## src/rtl/tour_pkg.sv

```systemverilog
// ----------------------------------------------------------------------------
// tour_pkg
// Shared constants and types for the knight's-tour command sequencer.
//   - Command opcodes (cmd[15:12])
//   - Headings (cmd[11:4])
//   - Response bytes returned to the UART
//   - Sequencer state encoding
// ----------------------------------------------------------------------------
package tour_pkg;

    // Command opcodes
    localparam logic [3:0] OP_MOVE    = 4'h2;
    localparam logic [3:0] OP_FANFARE = 4'h3;

    // Headings
    localparam logic [7:0] HDG_N = 8'h00;
    localparam logic [7:0] HDG_W = 8'h3F;
    localparam logic [7:0] HDG_S = 8'h7F;
    localparam logic [7:0] HDG_E = 8'hBF;

    // Response bytes
    localparam logic [7:0] RESP_ACK  = 8'hA5;
    localparam logic [7:0] RESP_DONE = 8'h5A;

    // Sequencer states
    typedef enum logic [2:0] {
        ST_IDLE   = 3'd0,
        ST_VERT   = 3'd1,
        ST_WAIT_V = 3'd2,
        ST_HORZ   = 3'd3,
        ST_WAIT_H = 3'd4
    } tour_state_t;

endpackage

```

## src/rtl/tour_move_decode.sv

```systemverilog
// ----------------------------------------------------------------------------
// tour_move_decode
// Combinational decode of one knight move into its two movement commands.
// Ports:
//   i_move      in  8   one-hot knight move (lowest set bit wins)
//   o_vert_cmd  out 16  vertical leg   {OP_MOVE,    N/S, |dy|}
//   o_horz_cmd  out 16  horizontal leg {OP_FANFARE, E/W, |dx|}
// ----------------------------------------------------------------------------
module tour_move_decode
    import tour_pkg::*;
(
    input  logic [7:0]  i_move,
    output logic [15:0] o_vert_cmd,
    output logic [15:0] o_horz_cmd
);

    logic       w_dy_pos;
    logic [3:0] w_dy_mag;
    logic       w_dx_pos;
    logic [3:0] w_dx_mag;

    // Priority decode: the lowest set bit selects the move. An all-zero move
    // yields zero displacement, which still produces two (zero-square) legs
    // headed S and W.
    always_comb begin
        w_dy_pos = 1'b0;
        w_dy_mag = 4'd0;
        w_dx_pos = 1'b0;
        w_dx_mag = 4'd0;
        casez (i_move)
            8'b???????1: begin w_dx_pos = 1'b1; w_dx_mag = 4'd1; w_dy_pos = 1'b1; w_dy_mag = 4'd2; end
            8'b??????10: begin w_dx_pos = 1'b0; w_dx_mag = 4'd1; w_dy_pos = 1'b1; w_dy_mag = 4'd2; end
            8'b?????100: begin w_dx_pos = 1'b0; w_dx_mag = 4'd2; w_dy_pos = 1'b1; w_dy_mag = 4'd1; end
            8'b????1000: begin w_dx_pos = 1'b0; w_dx_mag = 4'd2; w_dy_pos = 1'b0; w_dy_mag = 4'd1; end
            8'b???10000: begin w_dx_pos = 1'b0; w_dx_mag = 4'd1; w_dy_pos = 1'b0; w_dy_mag = 4'd2; end
            8'b??100000: begin w_dx_pos = 1'b1; w_dx_mag = 4'd1; w_dy_pos = 1'b0; w_dy_mag = 4'd2; end
            8'b?1000000: begin w_dx_pos = 1'b1; w_dx_mag = 4'd2; w_dy_pos = 1'b0; w_dy_mag = 4'd1; end
            8'b10000000: begin w_dx_pos = 1'b1; w_dx_mag = 4'd2; w_dy_pos = 1'b1; w_dy_mag = 4'd1; end
            default:     begin w_dx_pos = 1'b0; w_dx_mag = 4'd0; w_dy_pos = 1'b0; w_dy_mag = 4'd0; end
        endcase
    end

    assign o_vert_cmd = {OP_MOVE,    (w_dy_pos ? HDG_N : HDG_S), w_dy_mag};
    assign o_horz_cmd = {OP_FANFARE, (w_dx_pos ? HDG_E : HDG_W), w_dx_mag};

endmodule

```

## src/rtl/tour_cmd.sv

```systemverilog
// ----------------------------------------------------------------------------
// tour_cmd
// Tour command sequencer between the knight's-tour solver and the command
// processor. After start_tour it walks NUM_MOVES stored moves, issuing a
// vertical then a horizontal command for each through the cmd/cmd_rdy
// handshake. While idle it passes UART commands straight through.
// Ports:
//   clk               in  1   system clock
//   rst_n             in  1   asynchronous active-low reset
//   start_tour        in  1   solver done pulse, starts the tour
//   move              in  8   one-hot move for index mv_indx
//   mv_indx           out 5   move index presented to the solver
//   cmd_UART          in  16  command from UART wrapper
//   cmd_rdy_UART      in  1   UART command valid
//   clr_cmd_rdy_UART  out 1   clear back to UART wrapper
//   cmd               out 16  command to command processor
//   cmd_rdy           out 1   command valid
//   clr_cmd_rdy       in  1   command processor accepted cmd
//   send_resp         in  1   command processor finished cmd
//   resp              out 8   response byte to UART
// ----------------------------------------------------------------------------
module tour_cmd
    import tour_pkg::*;
#(
    parameter int NUM_MOVES = 24
) (
    input  logic        clk,
    input  logic        rst_n,
    input  logic        start_tour,
    input  logic [7:0]  move,
    output logic [4:0]  mv_indx,
    input  logic [15:0] cmd_UART,
    input  logic        cmd_rdy_UART,
    output logic        clr_cmd_rdy_UART,
    output logic [15:0] cmd,
    output logic        cmd_rdy,
    input  logic        clr_cmd_rdy,
    input  logic        send_resp,
    output logic [7:0]  resp
);

    localparam logic [4:0] LAST_INDX = 5'(NUM_MOVES - 1);

    tour_state_t r_state;
    tour_state_t w_nxt_state;
    logic [4:0]  r_mv_indx;
    logic        w_last_move;
    logic [15:0] w_vert_cmd;
    logic [15:0] w_horz_cmd;

    tour_move_decode u_decode (
        .i_move     (move),
        .o_vert_cmd (w_vert_cmd),
        .o_horz_cmd (w_horz_cmd)
    );

    assign w_last_move = (r_mv_indx == LAST_INDX);

    // Next-state logic. clr_cmd_rdy is only honoured while a command is
    // offered, send_resp only while waiting for completion.
    always_comb begin
        w_nxt_state = r_state;
        case (r_state)
            ST_IDLE:   if (start_tour)  w_nxt_state = ST_VERT;
            ST_VERT:   if (clr_cmd_rdy) w_nxt_state = ST_WAIT_V;
            ST_WAIT_V: if (send_resp)   w_nxt_state = ST_HORZ;
            ST_HORZ:   if (clr_cmd_rdy) w_nxt_state = ST_WAIT_H;
            ST_WAIT_H: if (send_resp)   w_nxt_state = w_last_move ? ST_IDLE : ST_VERT;
            default:                    w_nxt_state = ST_IDLE;
        endcase
    end

    always_ff @(posedge clk or negedge rst_n) begin
        if (!rst_n) begin
            r_state   <= ST_IDLE;
            r_mv_indx <= 5'd0;
        end else begin
            r_state <= w_nxt_state;
            // Index clears on tour start and saturates at the last move.
            if (r_state == ST_IDLE && start_tour) begin
                r_mv_indx <= 5'd0;
            end else if (r_state == ST_WAIT_H && send_resp && !w_last_move) begin
                r_mv_indx <= r_mv_indx + 5'd1;
            end
        end
    end

    assign mv_indx = r_mv_indx;

    // Output muxing: UART passthrough in IDLE, decoded legs otherwise.
    always_comb begin
        cmd              = cmd_UART;
        cmd_rdy          = 1'b0;
        clr_cmd_rdy_UART = 1'b0;
        case (r_state)
            ST_IDLE: begin
                cmd              = cmd_UART;
                cmd_rdy          = cmd_rdy_UART;
                clr_cmd_rdy_UART = clr_cmd_rdy;
            end
            ST_VERT: begin
                cmd     = w_vert_cmd;
                cmd_rdy = 1'b1;
            end
            ST_WAIT_V: begin
                cmd     = w_vert_cmd;
                cmd_rdy = 1'b0;
            end
            ST_HORZ: begin
                cmd     = w_horz_cmd;
                cmd_rdy = 1'b1;
            end
            ST_WAIT_H: begin
                cmd     = w_horz_cmd;
                cmd_rdy = 1'b0;
            end
            default: begin
                cmd              = cmd_UART;
                cmd_rdy          = cmd_rdy_UART;
                clr_cmd_rdy_UART = clr_cmd_rdy;
            end
        endcase
    end

    assign resp = (r_state == ST_WAIT_H && w_last_move) ? RESP_DONE : RESP_ACK;

endmodule

```

## config.mk

```make
export PLATFORM = sky130hd
export DESIGN_NAME = tour_cmd
export DESIGN_NICKNAME = d
export VERILOG_FILES = /design/src/rtl/tour_pkg.sv /design/src/rtl/tour_move_decode.sv /design/src/rtl/tour_cmd.sv
export SDC_FILE = /design/constraint.sdc
export NUM_CORES = 1
export LEC_CHECK = 0
export ABC_CLOCK_PERIOD_IN_PS = 2300
export CORE_ASPECT_RATIO = 0.8
export CORE_MARGIN = 3
export CORE_UTILIZATION = 33
export DETAILED_ROUTE_END_ITERATION = 8
export GPL_ROUTABILITY_DRIVEN = 0
export PLACE_DENSITY = 0.81
export SYNTH_ARGS = -nofsm -noshare
export SYNTH_HDL_FRONTEND = slang
export SYNTH_SLANG_ARGS = --single-unit
```

## constraint.sdc

```tcl
create_clock -name clk -period 2.3 [get_ports clk]
set_clock_uncertainty 0.1 [all_clocks]
set_input_delay 0.69 -clock clk [delete_from_list [all_inputs] [get_ports clk]]
set_output_delay 0.69 -clock clk [all_outputs]
set_load 0.01 [all_outputs]
```

* Word-level counts from Yosys, hierarchy flattened
Index checks and enable logic that the tools add are counted.
** Word-level totals
- Flip-flop bits (word level) :: 8
- Input bits :: 30
- Output and inout bits :: 31
- Word-level logic and storage cells :: 56
** Operators by class
- Add/sub/neg operators :: 1
- Equal/unequal tests :: 17
- Multiplexer cells :: 19
- Reductions and logical operators :: 17
** Operators with widths (count)
- $pmux W16 S2 :: 1
- $reduce_or A4 Y1 :: 5
- $mux W8 :: 2
- $mux W3 :: 5
- $pmux W3 S5 :: 1
- $eq A5 B5 Y1 const B :: 2
- $mux W5 :: 2
- $ne A2 B2 Y1 const B :: 5
- $eq A8 B8 Y1 const B :: 1
- $pmux W2 S2 :: 2
- $reduce_or A2 Y1 :: 4
- $eq A7 B7 Y1 const B :: 1
- $mux W7 :: 1
- $eq A3 B2 Y1 const B :: 2
- $eq A3 B3 Y1 const B :: 2
- $eq A6 B6 Y1 const B :: 1
- $add A5 B1 Y5 const B :: 1
- $reduce_and A5 Y1 :: 1
- $eq A4 B4 Y1 const B :: 1
- $logic_and A1 B1 Y1 :: 4
- $mux W1 :: 4
- $eq A3 B1 Y1 const B :: 1
- $logic_not A3 Y1 :: 1
- $eq A2 B2 Y1 const B :: 1
- other kinds (3) :: 3

* Logic depth before layout (Yosys ltp)
Gate-level depths: netlist of run 1.
- Depth after elaboration :: 5
- Mapped depth :: 6
- Depth with buffers taken out :: 6

* Modules after synthesis
From an unflattened synthesis of run 1, not the netlist that was laid out.
** Second synthesis, totals
- Cells, all modules :: 144
- Area total of the unflattened synthesis :: 1189.9 um^2
** Modules (own cells, without submodules)
- tour_cmd :: times used 1, cells each 101, area an instance 898.4 um^2, sequential area each 200.2 um^2
- tour_move_decode :: times used 1, cells each 43, area an instance 291.5 um^2, sequential area each 0.0 um^2

* Least setup slack after synthesis of run 1
No wires, ideal clock.
- Path type :: input -> output
- Start :: input port move[4]
- End :: output port cmd[10]
- Arrival :: 1.715 ns
- Data required time :: 1.510 ns
- Path slack :: -0.205 ns
- Stages on the path :: 5
- Path buffers :: 0
- Cell sequence :: or4b_4 -> o21ai_4 -> nor3_2 -> a31oi_1 -> nand3_1
** Between the ends
- Word-level cells in the longest chain between the ends :: 5
** Ends and longest elaborated chain
- start, declared :: line tour_cmd.sv:30 : input logic [7:0] move,
- $eq A8 B8 Y1 :: line tour_move_decode.sv:30 : casez (i_move)
- $reduce_or A4 Y1 (no source line)
- $mux W1 :: line tour_move_decode.sv:30
- $mux W7 :: line tour_move_decode.sv:43 : assign o_vert_cmd = {OP_MOVE, (w_dy_pos ? HDG_N : HDG_S), w_dy_mag};
- $pmux W16 S2 :: line tour_cmd.sv:95 : case (r_state)
- end, declared :: line tour_cmd.sv:35 : output logic [15:0] cmd,
No other way between the ends.

* Worst setup path after layout of run 1
- Start :: input port move[6]
- End :: output port cmd[5]
Same word-level chain as after synthesis.

==> metrics.yaml, run 1 <==
final_layout:
  area_delta_synth_final_pct: 118
  seq_area_um2: 200
  num_antenna_cells: 0
  drive_gt1_share_pct: 52.7
  fin_nets: 270
  multi_input_area_um2: 865
  nFillCells: 172
  fin_area_um2: 2070
  stdcell_count: 273
clock_tree:
  htree_levels: 1
  cts_tree: "built"
  cts-root-buf: "clkbuf_4"
  clk_pin_slew_ns: 0.07
  cts_max_path_buffers: 2
  cts.sinks: 8
  cts_buffers: 3
  cts_hold_buf: 0
  clock_latency_ns: 0.26
place:
  placed_cells: 255
  placed_area_um2: 1840
  io_buffers: 60
  dp_hpwl_mm: 3.08
die:
  die_area_um2: 3570
  io_pins: 61
  die_h_um: 54.0
  core_um2: 2600
  start_util_pct: 36.6
  rows: 16
  chipWidth_um: 66.1
global_routing:
  grt_pass1_wl_mm: 6.85
  grtUsageTotal_pct: 24.9
  grt_antenna_before_repair: 0
  grt_max_degree: 12
  overflow: 0
  grt_pass1_vias: 1501
synth:
  synth_ff_type: "dfrtp_1"
  synth_largest_area_cell: "dfrtp_1"
  synth_area_um2: 952
  postSynthAreaPerCell_um2: 7.11
  synthArstFlopShare_pct: 100
  ys_types: 41
  synthTopCellsByArea: "dfrtp_1, o21ai_0, a21oi_1"
  synth_top_area_share_pct: 21.0
  synth_edf_count: 0
  synth_nets: 165
  ys_ff_latch: 8
  synth-warning-count: 0
  ys_seq_area_share_pct: 21.0
  synth_cells: 134
critical_path:
  worstPathArrival_ns: 2.09
  critPathKind: "primary input to output port"
  cp.required_ns: 1.51
  crit_chain: "buf_6, or4b_4, o21ai_4, buf_12, nand3_4, o21ai_2, a21oi_2, buf_2"
  end_kind: "output port"
  start_kind: "primary input"
  cpMaxStageDelayCell: "or4b_4"
  critPathMaxStageDelay_ns: 0.54
  critPathMaxFanout: 6
timing:
  worst_slack_ns: -0.579
  rsz0062_at_grt: "true"
  worst_pin_slew_ns: 0.385
  period_needed_ns: 2.88
  max_freq_mhz: 347
  slew_headroom_pct: 74.2
  post-route-period-util_pct: 125
  setup_viol: 19
  final_max_slew_viol_count: 0
  hold_violations: 0
  fin_setup_tns_ns: -6.23
detailed_routing:
  drt-vias-per-instance: 5.51
  num_vias: 1503
  drtIter0Drc: 49
  drt_wl_total_mm: 4.71
  dr.pass1.iters: 4
  drc: 0
  wl_per_cell_um: 17.3
  ant_nets: 0
worst_hold_path:
  hold_class: "flop to flop"
power_and_ir_drop:
  power.ir.vdd_worst_uv: 830
  p_per_area_nw_per_um2: 1060
  leakagePower_uw: 0.000928
run_status:
  failed_checks: "setup timing"
  outcome: "complete, but fails checks"
job:
  drv_cap: 0
metal layers:
layer / GRT usage, % / up-vias / part of all wire [%]
met3: 3.55 / 18 / 6.5
li1: - / 688 / -
met1: 27.5 / 716 / 39
met4: 12.2 / 0 / 3.3
met2: 47.3 / 81 / 51
met5: 0 / - / 0
state kept, by name, indices dropped and copies added, names as in the netlist:
signal,count
r_state,3
mv_indx,5
cell usage in the layout (no fill, tap or decap), types with 3 or more instances in the layout:
cell type        instances
buf_4                   41
clkdlybuf4s50_1         25
buf_2                   20
buf_6                   18
nand2_1                 13
nor2_1                  12
a21oi_1                 10
dfrtp_1                  8
o21ai_2                  7
o21ai_1                  6
nand3_1                  5
nor2b_1                  5
a31oi_1                  4
clkbuf_2                 4
nor2_4                   3
inv_1                    3
o21ai_0                  3
clkbuf_4                 3
worst paths after layout:
kind	startpoint	depth (start not counted)	end	slack (ns)
max	move[6]	8	cmd[5]	-0.58
min	mv_indx[4]	3	mv_indx[4]	0.57
max reg2reg	r_state[0]	7	mv_indx[3]	0.40
min reg2reg	mv_indx[4]	3	mv_indx[4]	0.57
max in group asynchronous	rst_n	1	r_state[2]	1.21
min in group asynchronous	rst_n	1	mv_indx[4]	0.61
power breakdown:
group          internal [uW]  switching (uW)
clock network           60.2            57.2
registers                174            37.5
logic                    914             961
total                   1150            1060
per-stage QoR:
| step | power (uW) | hold slack, ns | util (%) | worst slack, ns |
|---|---|---|---|---|
| global placement | 1800 | 0.512 | 70.8 | -1.19 |
| floorplan | 968 | 0.294 | - | -0.203 |
| global route | 2350 | 0.613 | 79.7 | -0.628 |
| detailed placement | 1850 | 0.546 | 70.8 | -1.29 |
| CTS | 1950 | 0.564 | 73.5 | -0.596 |
| finish | 2200 | 0.568 | 79.7 | -0.579 |
layout make-up:
| cell class | instances | area share (%) |
|---|---|---|
| repair buffers | 111 | 44.6 |
| inverters | 4 | 0.844 |
| clock buffers | 3 | 1.09 |
| flip-flops and latches | 8 | 9.65 |
| well taps | 36 | 2.17 |
| multi-input cells | 111 | 41.7 |
cell usage after synthesis, types with 4 or more instances:
master,number
o21ai_0,16
buf_4,8
nand3_1,5
a31oi_1,4
nor2_1,14
nor2b_1,7
dfrtp_1,8
or3_1,4
inv_1,4
nand2_1,14
a21oi_1,13
cells by family (layout without fill, tap and decap cells):
| family | count (synthesis) | after routing | synth area share [%] |
|---|---|---|---|
| AND/OR/NAND/NOR | 60 | 60 | 34.3 |
| adder cells (fa/ha/maj) | 1 | 1 | 1.31 |
| multiplexers | 2 | 2 | 2.23 |
| XOR/XNOR | 4 | 4 | 3.68 |
| flip-flops | 8 | 8 | 21.0 |
| AO/OA/AOI/OAI | 44 | 44 | 28.1 |
| buffers and inverters | 15 | 118 | 9.33 |
what timing repair did:
action | in CTS | in global routing
setup buffers | 5 | 11
endpoints found under the setup margin | 26 | 23
pin swaps | 21 | 14
resized for setup | 129 | 52
worst max-delay path: cells and delay by family:
family	cells	cell delay, ns
AO/OA/AOI/OAI	3	0.39
buffers and inverters	3	0.37
AND/OR/NAND/NOR	2	0.64
Note: power is estimated with default switching activity, not from simulation.
==> run 2, diff against run 1 <==
--- a/config.mk
+++ b/config.mk
@@ -12,6 +12,7 @@
 export DETAILED_ROUTE_END_ITERATION = 8
 export GPL_ROUTABILITY_DRIVEN = 0
 export PLACE_DENSITY = 0.81
+export RECOVER_POWER = 50
 export SYNTH_ARGS = -nofsm -noshare
 export SYNTH_HDL_FRONTEND = slang
 export SYNTH_SLANG_ARGS = --single-unit
==> run 2 against run 1 <==
Effect of this change:
- the run still ends with setup timing left
- sequential power is essentially flat
- routed wire length is essentially flat
- worst hold slack is essentially flat
- largest cell class unchanged
- non-clock buffer count is the same
- clock power is essentially flat
- critical endpoint unchanged
- register-to-register slack lost 0.10 ns
==> metrics.yaml, run 2 (synthesized netlist as in run 1, its figures left out) <==
place:
  placed_area_um2: 1840  # unchanged
  placed_cells: 255  # unchanged
  io_buffers: 60  # unchanged
  dp_slack_ns: -1.29  # unchanged
  dp_hpwl_mm: 3.08  # unchanged
detailed_routing:
  dr.pass1.iters: 4  # unchanged
  num_vias: 1504  # +0.067%
  ant_nets: 0  # unchanged
  drt_wl_total_mm: 4.71  # about the same
  drc: 0  # unchanged
  wl_per_cell_um: 17.3  # about the same
  drt-vias-per-instance: 5.51  # about the same
  drtIter0Drc: 53  # +8.2%
timing:
  worst_slack_ns: -0.579  # +0.000601 ns
  setup_viol: 19  # unchanged
  whs_ns: 0.568  # +0.000495 ns
  period_needed_ns: 2.88  # -0.000601 ns
  post-route-period-util_pct: 125  # about the same
  rsz0062_at_grt: "true"
  slew_headroom_pct: 73.9  # -0.35 points
  hold_violations: 0  # unchanged
  worst_pin_slew_ns: 0.390  # +0.00521 ns
  final_max_slew_viol_count: 0  # unchanged
  max_freq_mhz: 347  # about the same
die:
  core_um2: 2600  # unchanged
  die_area_um2: 3570  # unchanged
  start_util_pct: 36.6  # unchanged
  rows: 16  # unchanged
  die_h_um: 54.0  # unchanged
  io_pins: 61  # unchanged
  chipWidth_um: 66.1  # unchanged
final_layout:
  num_antenna_cells: 0  # unchanged
  largest_reg_flops: 5  # unchanged
  final_cell_mix: "buf_4, clkdlybuf4s50_1, buf_2"
  fin_nets: 270  # unchanged
  drive_gt1_share_pct: 51.9  # -0.84 points
  final_common_cell: "buf_4"
  stdcell_count: 273  # unchanged
  area_delta_synth_final_pct: 117
  nFillCells: 176  # +2.3%
  fin_area_um2: 2060  # -0.48%
clock_tree:
  clock_latency_ns: 0.26  # about the same
  cts_tree: "built"
  cts.sinks: 8  # unchanged
  cts_buffers: 3  # unchanged
  htree_levels: 1  # unchanged
  cts-root-buf: "clkbuf_4"
  clk_pin_slew_ns: 0.07  # about the same
  cts_max_path_buffers: 2  # unchanged
global_routing:
  grt_pass1_wl_mm: 6.85  # unchanged
  grtUsageTotal_pct: 24.9  # unchanged
  grt_max_degree: 12  # unchanged
  overflow: 0  # unchanged
  grt_pass1_vias: 1501  # unchanged
  grt_antenna_before_repair: 0  # unchanged
critical_path:
  start_kind: "primary input"
  critPathMaxFanout: 6  # unchanged
  cpMaxStageDelayCell: "or4b_4"
  critical-path-top-delay-family: "simple AND/OR/NAND/NOR gates"
  cp.required_ns: 1.51  # about the same
  end_kind: "output port"
  cp.buffers_inverters: 3  # unchanged
  worstPathArrival_ns: 2.09  # about the same
  critPathKind: "primary input to output port"
  crit_chain: "buf_6, or4b_4, o21ai_4, buf_12, nand3_4, o21ai_2, a21oi_2, buf_2"
  critPathMaxStageDelay_ns: 0.54  # about the same
worst_hold_path:
  hold_class: "flop to flop"
job:
  drv_cap: 0  # unchanged
power_and_ir_drop:
  leakagePower_uw: 0.000925  # -0.37%
  p_per_area_nw_per_um2: 1070  # +0.34%
  power.ir.vdd_worst_uv: 829  # -0.12%
run_status:
  failed_checks: "setup timing"
  outcome: "complete, but fails checks"
run 2: changes by cell type in the layout (fill, tap and decap cells not counted):
cell             change
buf_4                -1
clkbuf_1             +1
clkdlybuf4s50_1      -3
dlygate4sd3_1        +3
nand4_1              +1
nand4_2              -1
run 2: per-stage QoR:
stage	utilization, %	power (uW)	TNS (ns)
2_1_floorplan	-	968	-1.35
3_3_place_gp	70.8	1800	-15.43
3_5_place_dp	70.8	1850	-16.50
4_1_cts	73.5	1950	-8.99
5_1_grt	79.3	2350	-6.98
6_report	79.3	2200	-6.01
run 2: area by class of cell:
type                            instances  area [um^2]  share of cell area [%]
Tap cell                               36         45.0                    2.18
Multi-Input combinational cell        111          858                    41.6
Timing Repair Buffer                  111          921                    44.6
Clock buffer                            3         22.5                    1.09
Inverter                                4         17.5                   0.848
Sequential cell                         8          200                    9.70
run 2: final timing paths:
kind,start,endpoint,slack [ns],cells past startpoint
setup / recovery,move[6],cmd[5],-0.58,8
hold / removal,mv_indx[4],mv_indx[4],0.57,3
setup reg to reg,r_state[0],mv_indx[3],0.30,7
hold reg to reg,mv_indx[4],mv_indx[4],0.57,3
max in group asynchronous,rst_n,r_state[2],1.13,1
min in group asynchronous,rst_n,mv_indx[4],0.68,1
run 2: where the power goes:
group          switching [uW]  internal [uW]  total, uW
clock                    57.2           60.2        117
sequential               37.5            174        211
combinational             961            912       1870
run 2: routing by layer:
layer	up-vias	part of all wire [%]	track usage (%)	routed length (um)
met5	-	0	0	0
met4	0	3.3	12.2	155
met3	18	7.3	3.55	343
met2	87	51	47.3	2410
met1	712	38	27.5	1800
li1	687	-	-	-
run 2: worst min-delay path, delay by kind of cell, from the launching register on:
family	cells	cell delay [ns]
AO/OA/AOI/OAI	1	0.06
buffers and inverters	1	0.12
flip-flops	1	0.36
AND/OR/NAND/NOR	1	0.10
run 2: repair_timing:
item,4_1_cts,5_1_grt
hold buffers,0,0
gates resized for setup,129,52
pin swaps,21,14
setup buffers,5,11
endpoints found under the setup margin,26,23
